**src/rtl/proc_write_arbiter_pkg.sv**
```systemverilog
// Shared widths, transaction-type codes and FSM encoding for the process write arbiter.
package proc_write_arbiter_pkg;

    localparam int PID_WIDTH     = 4;
    localparam int PAWUSER_WIDTH = 2;

    localparam logic [PAWUSER_WIDTH-1:0] REGULAR = 2'd0;
    localparam logic [PAWUSER_WIDTH-1:0] DIVERT  = 2'd1;
    localparam logic [PAWUSER_WIDTH-1:0] BLOCK   = 2'd2;

    typedef enum logic [1:0] {
        IDLE = 2'd0,
        ADDR = 2'd1,
        DATA = 2'd2
    } arb_state_t;

    // DIVERT and BLOCK writes jump the queue when priority arbitration is built in.
    function automatic logic is_priority(input logic [PAWUSER_WIDTH-1:0] ttype);
        return ttype != REGULAR;
    endfunction

endpackage

```
**src/rtl/proc_write_arbiter_rr_arbiter.sv**
```systemverilog
// Combinational round-robin selector: first requester at or after ptr, wrapping cyclically.
module rr_arbiter #(
    parameter int NUM_REQ   = 4,
    parameter int IDX_WIDTH = $clog2(NUM_REQ)
) (
    input  logic [NUM_REQ-1:0]   req,
    input  logic [IDX_WIDTH-1:0] ptr,
    output logic [NUM_REQ-1:0]   grant,
    output logic [IDX_WIDTH-1:0] idx
);

    logic found;

    // NOTE: every variable written here gets a default first, so no path can infer a latch.
    always_comb begin
        logic [IDX_WIDTH-1:0] cand;
        grant = '0;
        idx   = '0;
        found = 1'b0;
        cand  = '0;
        // NUM_REQ is a power of two, so the index addition wraps on its own.
        for (int i = 0; i < NUM_REQ; i++) begin
            cand = ptr + IDX_WIDTH'(i);
            if (!found && req[cand]) begin
                found = 1'b1;
                idx   = cand;
            end
        end
        grant[idx] = found;
    end

endmodule

```
**src/rtl/proc_write_arbiter.sv**
```systemverilog
// Round-robin AW/W arbiter sharing one downstream AXI write port; B demuxed by ID prefix.
// Optional build macro PROC_ARB_SPEC_PRIORITY_EN favours DIVERT/BLOCK requesters.
module proc_write_arbiter
    import proc_write_arbiter_pkg::*;
#(
    parameter int NUM_MASTERS = 4,
    parameter int MIDX_WIDTH  = $clog2(NUM_MASTERS),
    parameter int LID_WIDTH   = PID_WIDTH - MIDX_WIDTH
) (
    input  logic                                   clk,
    input  logic                                   rst,
    input  logic [NUM_MASTERS-1:0]                 m_awvalid,
    input  logic [NUM_MASTERS*LID_WIDTH-1:0]       m_awid,
    input  logic [NUM_MASTERS*PAWUSER_WIDTH-1:0]   m_awuser,
    output logic [NUM_MASTERS-1:0]                 m_awready,
    input  logic [NUM_MASTERS-1:0]                 m_wvalid,
    input  logic [NUM_MASTERS-1:0]                 m_wlast,
    output logic [NUM_MASTERS-1:0]                 m_wready,
    output logic [NUM_MASTERS-1:0]                 m_bvalid,
    input  logic [NUM_MASTERS-1:0]                 m_bready,
    output logic                                   awvalid,
    output logic [PID_WIDTH-1:0]                   awid,
    output logic [PAWUSER_WIDTH-1:0]               awuser,
    input  logic                                   awready,
    output logic                                   wvalid,
    output logic [PID_WIDTH-1:0]                   wid,
    output logic                                   wlast,
    input  logic                                   wready,
    input  logic                                   bvalid,
    input  logic [PID_WIDTH-1:0]                   bid,
    output logic                                   bready,
    input  logic                                   mem_full,
    input  logic                                   to_block,
    output logic [MIDX_WIDTH-1:0]                  grant_idx,
    output logic                                   busy
);

    arb_state_t              state;
    logic [MIDX_WIDTH-1:0]   rr_ptr;
    logic [LID_WIDTH-1:0]    lid_q;

    logic [LID_WIDTH-1:0]     lid_arr  [NUM_MASTERS];
    logic [PAWUSER_WIDTH-1:0] user_arr [NUM_MASTERS];

    for (genvar i = 0; i < NUM_MASTERS; i++) begin : g_unpack
        assign lid_arr[i]  = m_awid[i*LID_WIDTH +: LID_WIDTH];
        assign user_arr[i] = m_awuser[i*PAWUSER_WIDTH +: PAWUSER_WIDTH];
    end

    logic [NUM_MASTERS-1:0] rr_grant;
    logic [MIDX_WIDTH-1:0]  rr_idx;
    logic [NUM_MASTERS-1:0] win_grant;
    logic [MIDX_WIDTH-1:0]  win_idx;
    logic [LID_WIDTH-1:0]   win_lid;
    logic                   arb_go;
    logic                   aw_done;
    logic                   w_done;

    rr_arbiter #(
        .NUM_REQ   (NUM_MASTERS),
        .IDX_WIDTH (MIDX_WIDTH)
    ) u_rr (
        .req   (m_awvalid),
        .ptr   (rr_ptr),
        .grant (rr_grant),
        .idx   (rr_idx)
    );

`ifdef PROC_ARB_SPEC_PRIORITY_EN
    logic [NUM_MASTERS-1:0] prio_req;
    logic [NUM_MASTERS-1:0] prio_grant;
    logic [MIDX_WIDTH-1:0]  prio_idx;

    for (genvar i = 0; i < NUM_MASTERS; i++) begin : g_prio
        assign prio_req[i] = m_awvalid[i] && is_priority(user_arr[i]);
    end

    // Same pointer for both passes; regular masters only win when no special write waits.
    rr_arbiter #(
        .NUM_REQ   (NUM_MASTERS),
        .IDX_WIDTH (MIDX_WIDTH)
    ) u_prio (
        .req   (prio_req),
        .ptr   (rr_ptr),
        .grant (prio_grant),
        .idx   (prio_idx)
    );

    assign win_grant = (|prio_req) ? prio_grant : rr_grant;
    assign win_idx   = (|prio_req) ? prio_idx   : rr_idx;
`else
    assign win_grant = rr_grant;
    assign win_idx   = rr_idx;
`endif

    always_comb begin
        win_lid = '0;
        for (int i = 0; i < NUM_MASTERS; i++) begin
            if (win_grant[i]) win_lid = lid_arr[i];
        end
    end

    assign arb_go  = (state == IDLE) && (|m_awvalid) && !mem_full && !to_block;
    assign aw_done = (state == ADDR) && awready;
    assign w_done  = wvalid && wready && wlast;

    // NOTE: state registers use non-blocking assignments so every flop samples pre-edge values.
    always_ff @(posedge clk) begin
        if (rst) begin
            state     <= IDLE;
            rr_ptr    <= '0;
            grant_idx <= '0;
            lid_q     <= '0;
        end else begin
            case (state)
                IDLE: if (arb_go) begin
                    grant_idx <= win_idx;
                    lid_q     <= win_lid;
                    state     <= ADDR;
                end
                ADDR: if (aw_done) begin
                    rr_ptr <= grant_idx + 1'b1;
                    state  <= DATA;
                end
                DATA: if (w_done) begin
                    state <= IDLE;
                end
                default: state <= IDLE;
            endcase
        end
    end

    assign awvalid = (state == ADDR);
    assign awid    = {grant_idx, lid_q};
    assign awuser  = user_arr[grant_idx];
    assign wid     = {grant_idx, lid_q};
    assign wvalid  = (state == DATA) && m_wvalid[grant_idx];
    assign wlast   = (state == DATA) && m_wlast[grant_idx];
    assign busy    = (state != IDLE);

    always_comb begin
        m_awready = '0;
        m_wready  = '0;
        if (state == ADDR) m_awready[grant_idx] = awready;
        if (state == DATA) m_wready[grant_idx]  = wready;
    end

    // Write responses bypass the FSM entirely and route on the master-index prefix.
    logic [MIDX_WIDTH-1:0] b_idx;
    logic                  unused_bid_lo;

    assign b_idx         = bid[PID_WIDTH-1 -: MIDX_WIDTH];
    assign bready        = m_bready[b_idx];
    assign unused_bid_lo = ^bid[LID_WIDTH-1:0];

    always_comb begin
        m_bvalid        = '0;
        m_bvalid[b_idx] = bvalid;
    end

endmodule

```
**config.mk**
```make
export PLATFORM = sky130hd
export DESIGN_NAME = proc_write_arbiter
export DESIGN_NICKNAME = d
export VERILOG_FILES = /design/src/rtl/proc_write_arbiter_pkg.sv /design/src/rtl/proc_write_arbiter_rr_arbiter.sv /design/src/rtl/proc_write_arbiter.sv
export SDC_FILE = /design/constraint.sdc
export NUM_CORES = 1
export LEC_CHECK = 0
export BUFFER_PORTS_ARGS = -buffer_cell sky130_fd_sc_hd__clkbuf_2
export CORE_ASPECT_RATIO = 1.25
export CORE_MARGIN = 2
export CORE_UTILIZATION = 42
export CTS_BUF_LIST = sky130_fd_sc_hd__clkbuf_8
export CTS_CLUSTER_SIZE = 10
export DETAILED_ROUTE_END_ITERATION = 10
export PLACE_DENSITY_LB_ADDON = 0.05
export REMOVE_ABC_BUFFERS = 1
export SLEW_MARGIN = 0
export SYNTH_ARGS = -nofsm -noshare
export SYNTH_HDL_FRONTEND = slang
export SYNTH_SLANG_ARGS = --single-unit
```
**constraint.sdc**
```tcl
create_clock -name clk -period 2 [get_ports clk]
set_input_delay 0 -clock clk [delete_from_list [all_inputs] [get_ports clk]]
set_output_delay 0 -clock clk [all_outputs]
set_load 0.01 [all_outputs]
```
==> metrics.log, run 1 <==
INFO  metric power_per_cell_area = 442 nW/um^2
INFO  metric gp_routability_congestion = 0.753
INFO  metric hold_viol = 0
INFO  metric fp.dieH = 54.3 um
INFO  metric via_per_inst = 5.13
INFO  metric critical_path_class = register to primary output
INFO  metric fin_setup_tns = 0 ns
INFO  metric placementRows = 18
INFO  metric grt_max_degree = 11
INFO  metric leakage = 0.674 nW
INFO  metric worst_pin_slew = 0.429 ns
INFO  metric count_of_instances_resized_after_the_clock_tree_is_built = 0
INFO  metric crit_family = multiplexers
INFO  metric part_of_the_cycle_the_worst_path_needs = 75.6%
INFO  metric cts_sinks = 8
INFO  metric max-clock-path-buffers = 2
INFO  metric timing.hold.worst_path_depth = 2
INFO  metric floorplan.initialDensity = 43.9%
INFO  metric outcome = finished, final reports clean
INFO  metric finalWorstSetupSlack = 0.488 ns
INFO  metric max_freq = 662 MHz
INFO  metric place_ws = 0.516 ns
INFO  metric critical_path_arrival = 1.51 ns
INFO  metric synth_cells = 96
INFO  metric r2r_cells = 5
INFO  metric holdBufCountCts = 0
INFO  metric synth_seq_area_share = 18.9%
INFO  metric synth_top_cells_by_area = sky130_fd_sc_hd__dfxtp_1 19%, sky130_fd_sc_hd__mux4_2 13%, sky130_fd_sc_hd__and3_1 6.6%
INFO  metric synthToLayoutAreaGrowth = 43.0%
INFO  metric antenna_left = 0
INFO  metric fin_hold_ws = 0.0815 ns
INFO  metric worstPathCellList = mux4_2 > and2_1 > clkbuf_2
INFO  metric grt_antenna_before_repair = 0
INFO  metric cap_violations = 0
INFO  metric cts-buffers-inserted = 3
INFO  metric ioPinCount = 72
INFO  metric timing.rr.start = rr_ptr[1]$_SDFFE_PP0P_
INFO  metric place_inst = 178
INFO  metric min_from = rst
INFO  metric drc_viols = 0
INFO  metric timing.critical_path.slowest_cell_delay = 0.55 ns
INFO  metric grt.total_usage = 17.8%
INFO  metric fin_worst_skew = 0.00113 ns
INFO  metric num_antenna_cells = 0
INFO  metric flop_and_latch_count_out_of_synthesis = 8
INFO  metric drt-wirelength-per-cell = 11.9 um
INFO  metric worst_ep_required_time = 2.00 ns
INFO  metric yosys.cell_types.count = 36
INFO  metric count_of_input_and_output_buffers = 69
INFO  metric cts_root_buffer = sky130_fd_sc_hd__clkbuf_8
INFO  metric drt_pass1_iterations = 3
INFO  metric dieArea = 2400 sq um
INFO  metric final_nets = 210
INFO  metric fill_cells = 189
INFO  metric vias = 928
INFO  metric detailedRoute.firstIterationViolations = 9
INFO  metric grt_first_pass_wirelength = 3220 um
INFO  metric hp-class = input port to register
INFO  metric slew_violations = 0
INFO  metric count_of_buffers_added_by_post_cts_timing_repair_for_setup = 0
INFO  metric avgSynthCellArea = 8.85 sq um
INFO  metric synth_area_leader_cell = sky130_fd_sc_hd__dfxtp_1
INFO  metric drt_wl_total = 2150 um
INFO  metric cts_tree = done
INFO  metric ys.warnings.count = 0
INFO  metric grt_overflow = 0
INFO  metric finalCriticalPeriod = 1.51 ns
INFO  metric synth_top_cell_area_share = 18.9%
INFO  metric placed_wire_length_estimate = 1870 um
INFO  metric critPathSlowestCell = sky130_fd_sc_hd__mux4_2
INFO  metric setup.worst_path.end_class = primary output
INFO  metric slew-limit-headroom = 71.2%
INFO  metric setup_repair_after_global_routing_missed_its_margin = false
INFO  metric synth.cell_area = 850 sq um
INFO  metric hold-path-endpoint = grant_idx[0]$_SDFFE_PP0P_
INFO  metric reg2reg_slack = 0.50 ns
INFO  metric regToRegEndpoint = lid_q[0]$_SDFFE_PP0P_
INFO  metric clk-insertion-delay-late = 0.22 ns
INFO  metric finalSetupViolations = 0
INFO  metric final_cell_count_no_fill = 181
INFO  metric clk_pin_slew = 0.04 ns
INFO  metric max_fo_critical_path = 6
INFO  metric die_width = 44.2 um
INFO  metric via_count_of_the_first_global_routing_pass = 825
INFO  metric placeableCoreArea = 1940 sq um
INFO  metric vdd.ir_drop.worst = 0.436 mV
INFO  metric fraction_of_final_layout_cells_with_drive_strength_greater_than_1 = 54.7%
INFO  metric cts_max_level = 1
INFO  metric timing.critical_path.from_type = register
INFO  metric critical_path.n_buffers_inverters = 1
-- cells in the final DEF, fill, tap and decap left out, types with 3 or more instances in the layout --
master / count
sky130_fd_sc_hd__and2_1: 3
sky130_fd_sc_hd__nor3_1: 3
sky130_fd_sc_hd__mux4_2: 5
sky130_fd_sc_hd__ha_1: 4
sky130_fd_sc_hd__nor2b_1: 3
sky130_fd_sc_hd__nor3b_1: 3
sky130_fd_sc_hd__nand3_1: 3
sky130_fd_sc_hd__dfxtp_1: 8
sky130_fd_sc_hd__and3_1: 9
sky130_fd_sc_hd__clkbuf_8: 3
sky130_fd_sc_hd__clkbuf_2: 69
sky130_fd_sc_hd__nand2b_1: 4
sky130_fd_sc_hd__inv_1: 7
sky130_fd_sc_hd__a21oi_1: 4
sky130_fd_sc_hd__nor2_1: 5
-- metal layers --
layer	wire length (um)	global-route usage [%]	vias to the layer above	part of all wire (%)
li1	-	-	475	-
met1	850	18.8	402	39
met2	1060	34.1	49	49
met3	223	3.30	2	10
met4	18	7.58	0	0.84
met5	0	0	-	0
-- Yosys cell counts --
master,instances
sky130_fd_sc_hd__and3b_1,1
sky130_fd_sc_hd__o211ai_1,2
sky130_fd_sc_hd__nor2_1,5
sky130_fd_sc_hd__buf_2,1
sky130_fd_sc_hd__nand2_1,2
sky130_fd_sc_hd__dfxtp_1,8
sky130_fd_sc_hd__or2_1,1
sky130_fd_sc_hd__a211oi_1,1
sky130_fd_sc_hd__o221a_2,1
sky130_fd_sc_hd__buf_4,6
sky130_fd_sc_hd__nor3b_1,3
sky130_fd_sc_hd__a21oi_1,4
sky130_fd_sc_hd__a41o_1,2
sky130_fd_sc_hd__mux4_2,5
sky130_fd_sc_hd__inv_1,7
sky130_fd_sc_hd__buf_1,1
sky130_fd_sc_hd__ha_1,4
sky130_fd_sc_hd__or2_4,2
sky130_fd_sc_hd__o21ai_0,2
sky130_fd_sc_hd__o2111ai_1,1
sky130_fd_sc_hd__nand2b_1,4
sky130_fd_sc_hd__nor3_2,1
sky130_fd_sc_hd__a311oi_2,1
sky130_fd_sc_hd__and2_4,1
sky130_fd_sc_hd__nor4_4,1
sky130_fd_sc_hd__nand3_1,3
sky130_fd_sc_hd__mux2i_1,2
sky130_fd_sc_hd__inv_2,1
sky130_fd_sc_hd__and2b_1,2
sky130_fd_sc_hd__and3_1,9
sky130_fd_sc_hd__nor2_2,1
sky130_fd_sc_hd__and2_1,3
sky130_fd_sc_hd__nand4b_1,1
sky130_fd_sc_hd__mux2_4,1
sky130_fd_sc_hd__nor2b_1,3
sky130_fd_sc_hd__nor3_1,3
-- layout make-up --
cell class | count | area, sq um | share of cell area (%)
Clock buffer | 3 | 41.3 | 3.40
Multi-Input combinational cell | 72 | 606 | 49.8
Timing Repair Buffer | 70 | 353 | 29.0
Tap cell | 20 | 25.0 | 2.06
Inverter | 8 | 30.0 | 2.47
Sequential cell | 8 | 160 | 13.2
-- worst max-delay path by stage --
stage / start / end / slack (ns) / cells past startpoint
2_1_floorplan: grant_idx[0]$_SDFFE_PP0P_ / state[1]$_SDFFE_PP0P_ / 0.45 / 4
3_5_place_dp: rr_ptr[1]$_SDFFE_PP0P_ / lid_q[0]$_SDFFE_PP0P_ / 0.52 / 5
5_1_grt: grant_idx[0]$_SDFFE_PP0P_ / awuser[0] / 0.40 / 3
4_1_cts: grant_idx[0]$_SDFFE_PP0P_ / wlast / 0.46 / 3
6_report: grant_idx[0]$_SDFFE_PP0P_ / wlast / 0.49 / 3
3_3_place_gp: rr_ptr[1]$_SDFFE_PP0P_ / lid_q[0]$_SDFFE_PP0P_ / 0.55 / 5
-- registers in the layout (all words and copies together), names as in the netlist --
signal / cells
lid_q: 2
state: 2
rr_ptr: 2
grant_idx: 2
-- power by group --
part	switching [mW]	internal, mW
Clock	0.0574	0.130
Sequential	0.00825	0.168
Combinational	0.0802	0.0932
-- metrics by stage --
step	cell area, sq um	util [%]	total power [mW]
after floorplan	796	-	0.268
after global placement	1170	60.6	0.350
after detailed placement	1170	60.6	0.354
after CTS	1210	62.7	0.546
after global routing	1210	62.7	0.569
final	1210	62.7	0.537
-- kinds of logic after synthesis --
logic type / count (synthesis) / synth area share (%)
buffers and inverters: 16 / 9.87
muxes: 8 / 17.4
AOI/OAI and AO/OA: 14 / 12.7
adders and majority gates: 4 / 5.89
DFF: 8 / 18.9
and+or+nand+nor: 46 / 35.3
Power figures use the tool's default switching activity.
==> run 2, diff against run 1 <==
--- a/config.mk
+++ b/config.mk
@@ -8,7 +8,7 @@
 export BUFFER_PORTS_ARGS = -buffer_cell sky130_fd_sc_hd__clkbuf_2
 export CORE_ASPECT_RATIO = 1.25
 export CORE_MARGIN = 2
-export CORE_UTILIZATION = 42
+export CORE_UTILIZATION = 39
 export CTS_BUF_LIST = sky130_fd_sc_hd__clkbuf_8
 export CTS_CLUSTER_SIZE = 10
 export DETAILED_ROUTE_END_ITERATION = 10
==> constraint.sdc (replaced) <==
create_clock -name clk -period 1.57 [get_ports clk]
set_input_delay 0 -clock clk [delete_from_list [all_inputs] [get_ports clk]]
set_output_delay 0 -clock clk [all_outputs]
set_load 0.01 [all_outputs]
==> metrics.log, run 2 (synthesis results as in run 1) <==
INFO  metric outcome = finished, final reports clean (unchanged)
INFO  metric floorplan.initialDensity = 41.9% (was 43.9%)
INFO  metric drt-wirelength-per-cell = 12.0 um (was 11.9 um)
INFO  metric critical_path_class = register to register (was register to primary output)
INFO  metric cap_violations = 0 (unchanged)
INFO  metric fp.dieH = 56.2 um (was 54.3 um)
INFO  metric finalSetupViolations = 0 (unchanged)
INFO  metric max_fo_critical_path = 6 (unchanged)
INFO  metric fin_setup_tns = 0 ns (unchanged)
INFO  metric max_freq = 691 MHz
INFO  metric highest_count_cells_in_the_layout_ignoring_fill_and_taps = 69 x sky130_fd_sc_hd__clkbuf_2, 9 x sky130_fd_sc_hd__and3_1, 8 x sky130_fd_sc_hd__dfxtp_1 (unchanged)
INFO  metric placed_cell_area = 1200 sq um (was 1170 sq um)
INFO  metric ioPinCount = 72 (unchanged)
INFO  metric worstPathCellList = or2_4 > nor4_4 > mux2_4 > nor2_2 (was mux4_2 > and2_1 > clkbuf_2)
INFO  metric cts_max_level = 1 (unchanged)
INFO  metric timing.critical_path.slowest_cell_delay = 0.39 ns (was 0.55 ns)
INFO  metric synthToLayoutAreaGrowth = 45.7% (was 43.0%)
INFO  metric vdd.ir_drop.worst = 0.418 mV (was 0.436 mV)
INFO  metric fin_worst_skew = 0.00448 ns (was 0.00113 ns)
INFO  metric placed_wire_length_estimate = 1930 um (was 1870 um)
INFO  metric setup.worst_path.end = grant_idx[0]$_SDFFE_PP0P_ (was wlast)
INFO  metric placeableCoreArea = 2030 sq um (was 1940 sq um)
INFO  metric slew_violations = 0 (unchanged)
INFO  metric via_per_inst = 5.21 (was 5.13)
INFO  metric count_of_instances_resized_after_the_clock_tree_is_built = 0 (unchanged)
INFO  metric cts-buffers-inserted = 3 (unchanged)
INFO  metric cts_root_buffer = sky130_fd_sc_hd__clkbuf_8 (unchanged)
INFO  metric reg2reg_slack = 0.12 ns (was 0.50 ns)
INFO  metric num_antenna_cells = 0 (unchanged)
INFO  metric setup.worst_path.end_class = register (was primary output)
INFO  metric slew-limit-headroom = 71.7% (was 71.2%)
INFO  metric layout.cells.most_common = sky130_fd_sc_hd__clkbuf_2 (unchanged)
INFO  metric power_per_cell_area = 559 nW/um^2 (was 442 nW/um^2)
INFO  metric dieArea = 2570 sq um (was 2400 sq um)
INFO  metric grt_antenna_before_repair = 0 (unchanged)
INFO  metric grt_first_pass_wirelength = 3390 um (was 3220 um)
INFO  metric grt_max_degree = 10 (was 11)
INFO  metric vias = 959 (was 928)
INFO  metric gp_routability_congestion = 0.740 (was 0.753)
INFO  metric grt.total_usage = 17.3% (was 17.8%)
INFO  metric placementRows = 18 (unchanged)
INFO  metric via_count_of_the_first_global_routing_pass = 859 (was 825)
INFO  metric cts_sinks = 8 (unchanged)
INFO  metric holdBufCountCts = 0 (unchanged)
INFO  metric setup_repair_after_global_routing_missed_its_margin = false (unchanged)
INFO  metric drc_viols = 0 (unchanged)
INFO  metric leakage = 0.690 nW (was 0.674 nW)
INFO  metric power = 691 uW (was 537 uW)
INFO  metric place_ws = 0.116 ns (was 0.516 ns)
INFO  metric detailedRoute.firstIterationViolations = 13 (was 9)
INFO  metric die_width = 45.7 um (was 44.2 um)
INFO  metric drt_pass1_iterations = 4 (was 3)
INFO  metric grt_overflow = 0 (unchanged)
INFO  metric final_nets = 213 (was 210)
INFO  metric hp-class = input port to register (unchanged)
INFO  metric r2r_cells = 4 (was 5)
INFO  metric clk_pin_slew = 0.04 ns (about the same)
INFO  metric max-clock-path-buffers = 2 (unchanged)
INFO  metric fraction_of_final_layout_cells_with_drive_strength_greater_than_1 = 55.5% (was 54.7%)
INFO  metric finalWorstSetupSlack = 0.124 ns (was 0.488 ns)
INFO  metric count_of_buffers_added_by_post_cts_timing_repair_for_setup = 0 (unchanged)
INFO  metric hold_viol = 0 (unchanged)
INFO  metric startpoint = state[1]$_SDFFE_PP0P_ (was grant_idx[0]$_SDFFE_PP0P_)
INFO  metric finalCriticalPeriod = 1.45 ns
INFO  metric critPathSlowestCell = sky130_fd_sc_hd__nor4_4 (was sky130_fd_sc_hd__mux4_2)
INFO  metric clk-insertion-delay-late = 0.23 ns (was 0.22 ns)
INFO  metric regToRegEndpoint = grant_idx[0]$_SDFFE_PP0P_ (was lid_q[0]$_SDFFE_PP0P_)
INFO  metric worst_pin_slew = 0.421 ns (was 0.429 ns)
INFO  metric antenna_left = 0 (unchanged)
INFO  metric timing.rr.start = state[1]$_SDFFE_PP0P_ (was rr_ptr[1]$_SDFFE_PP0P_)
INFO  metric timing.critical_path.from_type = register (unchanged)
INFO  metric cts_tree = done (unchanged)
INFO  metric worst_ep_required_time = 1.73 ns (was 2.00 ns)
INFO  metric count_of_input_and_output_buffers = 69 (unchanged)
INFO  metric drt_wl_total = 2200 um (was 2150 um)
INFO  metric post-route-cell-area = 1240 sq um (was 1210 sq um)
INFO  metric part_of_the_cycle_the_worst_path_needs = 92.1%
INFO  metric critical_path_arrival = 1.61 ns (was 1.51 ns)
==> run 2: worst max-delay path, delay by kind of cell (launching register included) <==
family           cells  cell delay, ns
muxes                1            0.34
and+or+nand+nor      3            0.72
DFF                  1            0.32
==> run 2: how the worst min path moves through the flow <==
stage          cells past startpoint                   endpoint  slack (ns)   start
2_1_floorplan                      1                m_bvalid[1]        0.05  bid[3]
3_3_place_gp                       3                m_bvalid[1]        0.28  bid[3]
3_5_place_dp                       3                m_bvalid[1]        0.29  bid[3]
4_1_cts                            2  grant_idx[0]$_SDFFE_PP0P_        0.06     rst
5_1_grt                            2  grant_idx[0]$_SDFFE_PP0P_        0.08     rst
6_report                           2  grant_idx[0]$_SDFFE_PP0P_        0.06     rst
==> run 2: metrics by stage <==
| stage | hold WS, ns | utilization (%) | instances |
|---|---|---|---|
| final | 0.0629 | 61.0 | 184 |
| after global routing | 0.0840 | 61.0 | 184 |
| after CTS | 0.0637 | 61.0 | 184 |
| after detailed placement | 0.292 | 59.0 | 181 |
| after global placement | 0.283 | 59.0 | 181 |
| after floorplan | 0.0475 | - | 88 |
==> run 2: report_power, final <==
group	internal (mW)	switching (mW)	total, mW	leakage (nW)
logic	0.121	0.105	0.226	0.604
clock network	0.166	0.0772	0.243	0.0216
registers	0.214	0.00849	0.222	0.0650
==> run 2: routing by layer <==
layer	up-vias	part of all wire, %	global-route usage [%]
li1	482	-	-
met3	4	8.5	1.95
met2	52	48	30.2
met5	-	0	0
met4	0	2.2	10.2
met1	421	41	18.7
==> run 2: cell type report <==
type                    count  area [sq um]
inverters                   8          30.0
multi-input cells          72           606
repair buffers             73           375
well taps                  20          25.0
fillers                   197           790
flip-flops and latches      8           160
clock buffers               3          41.3
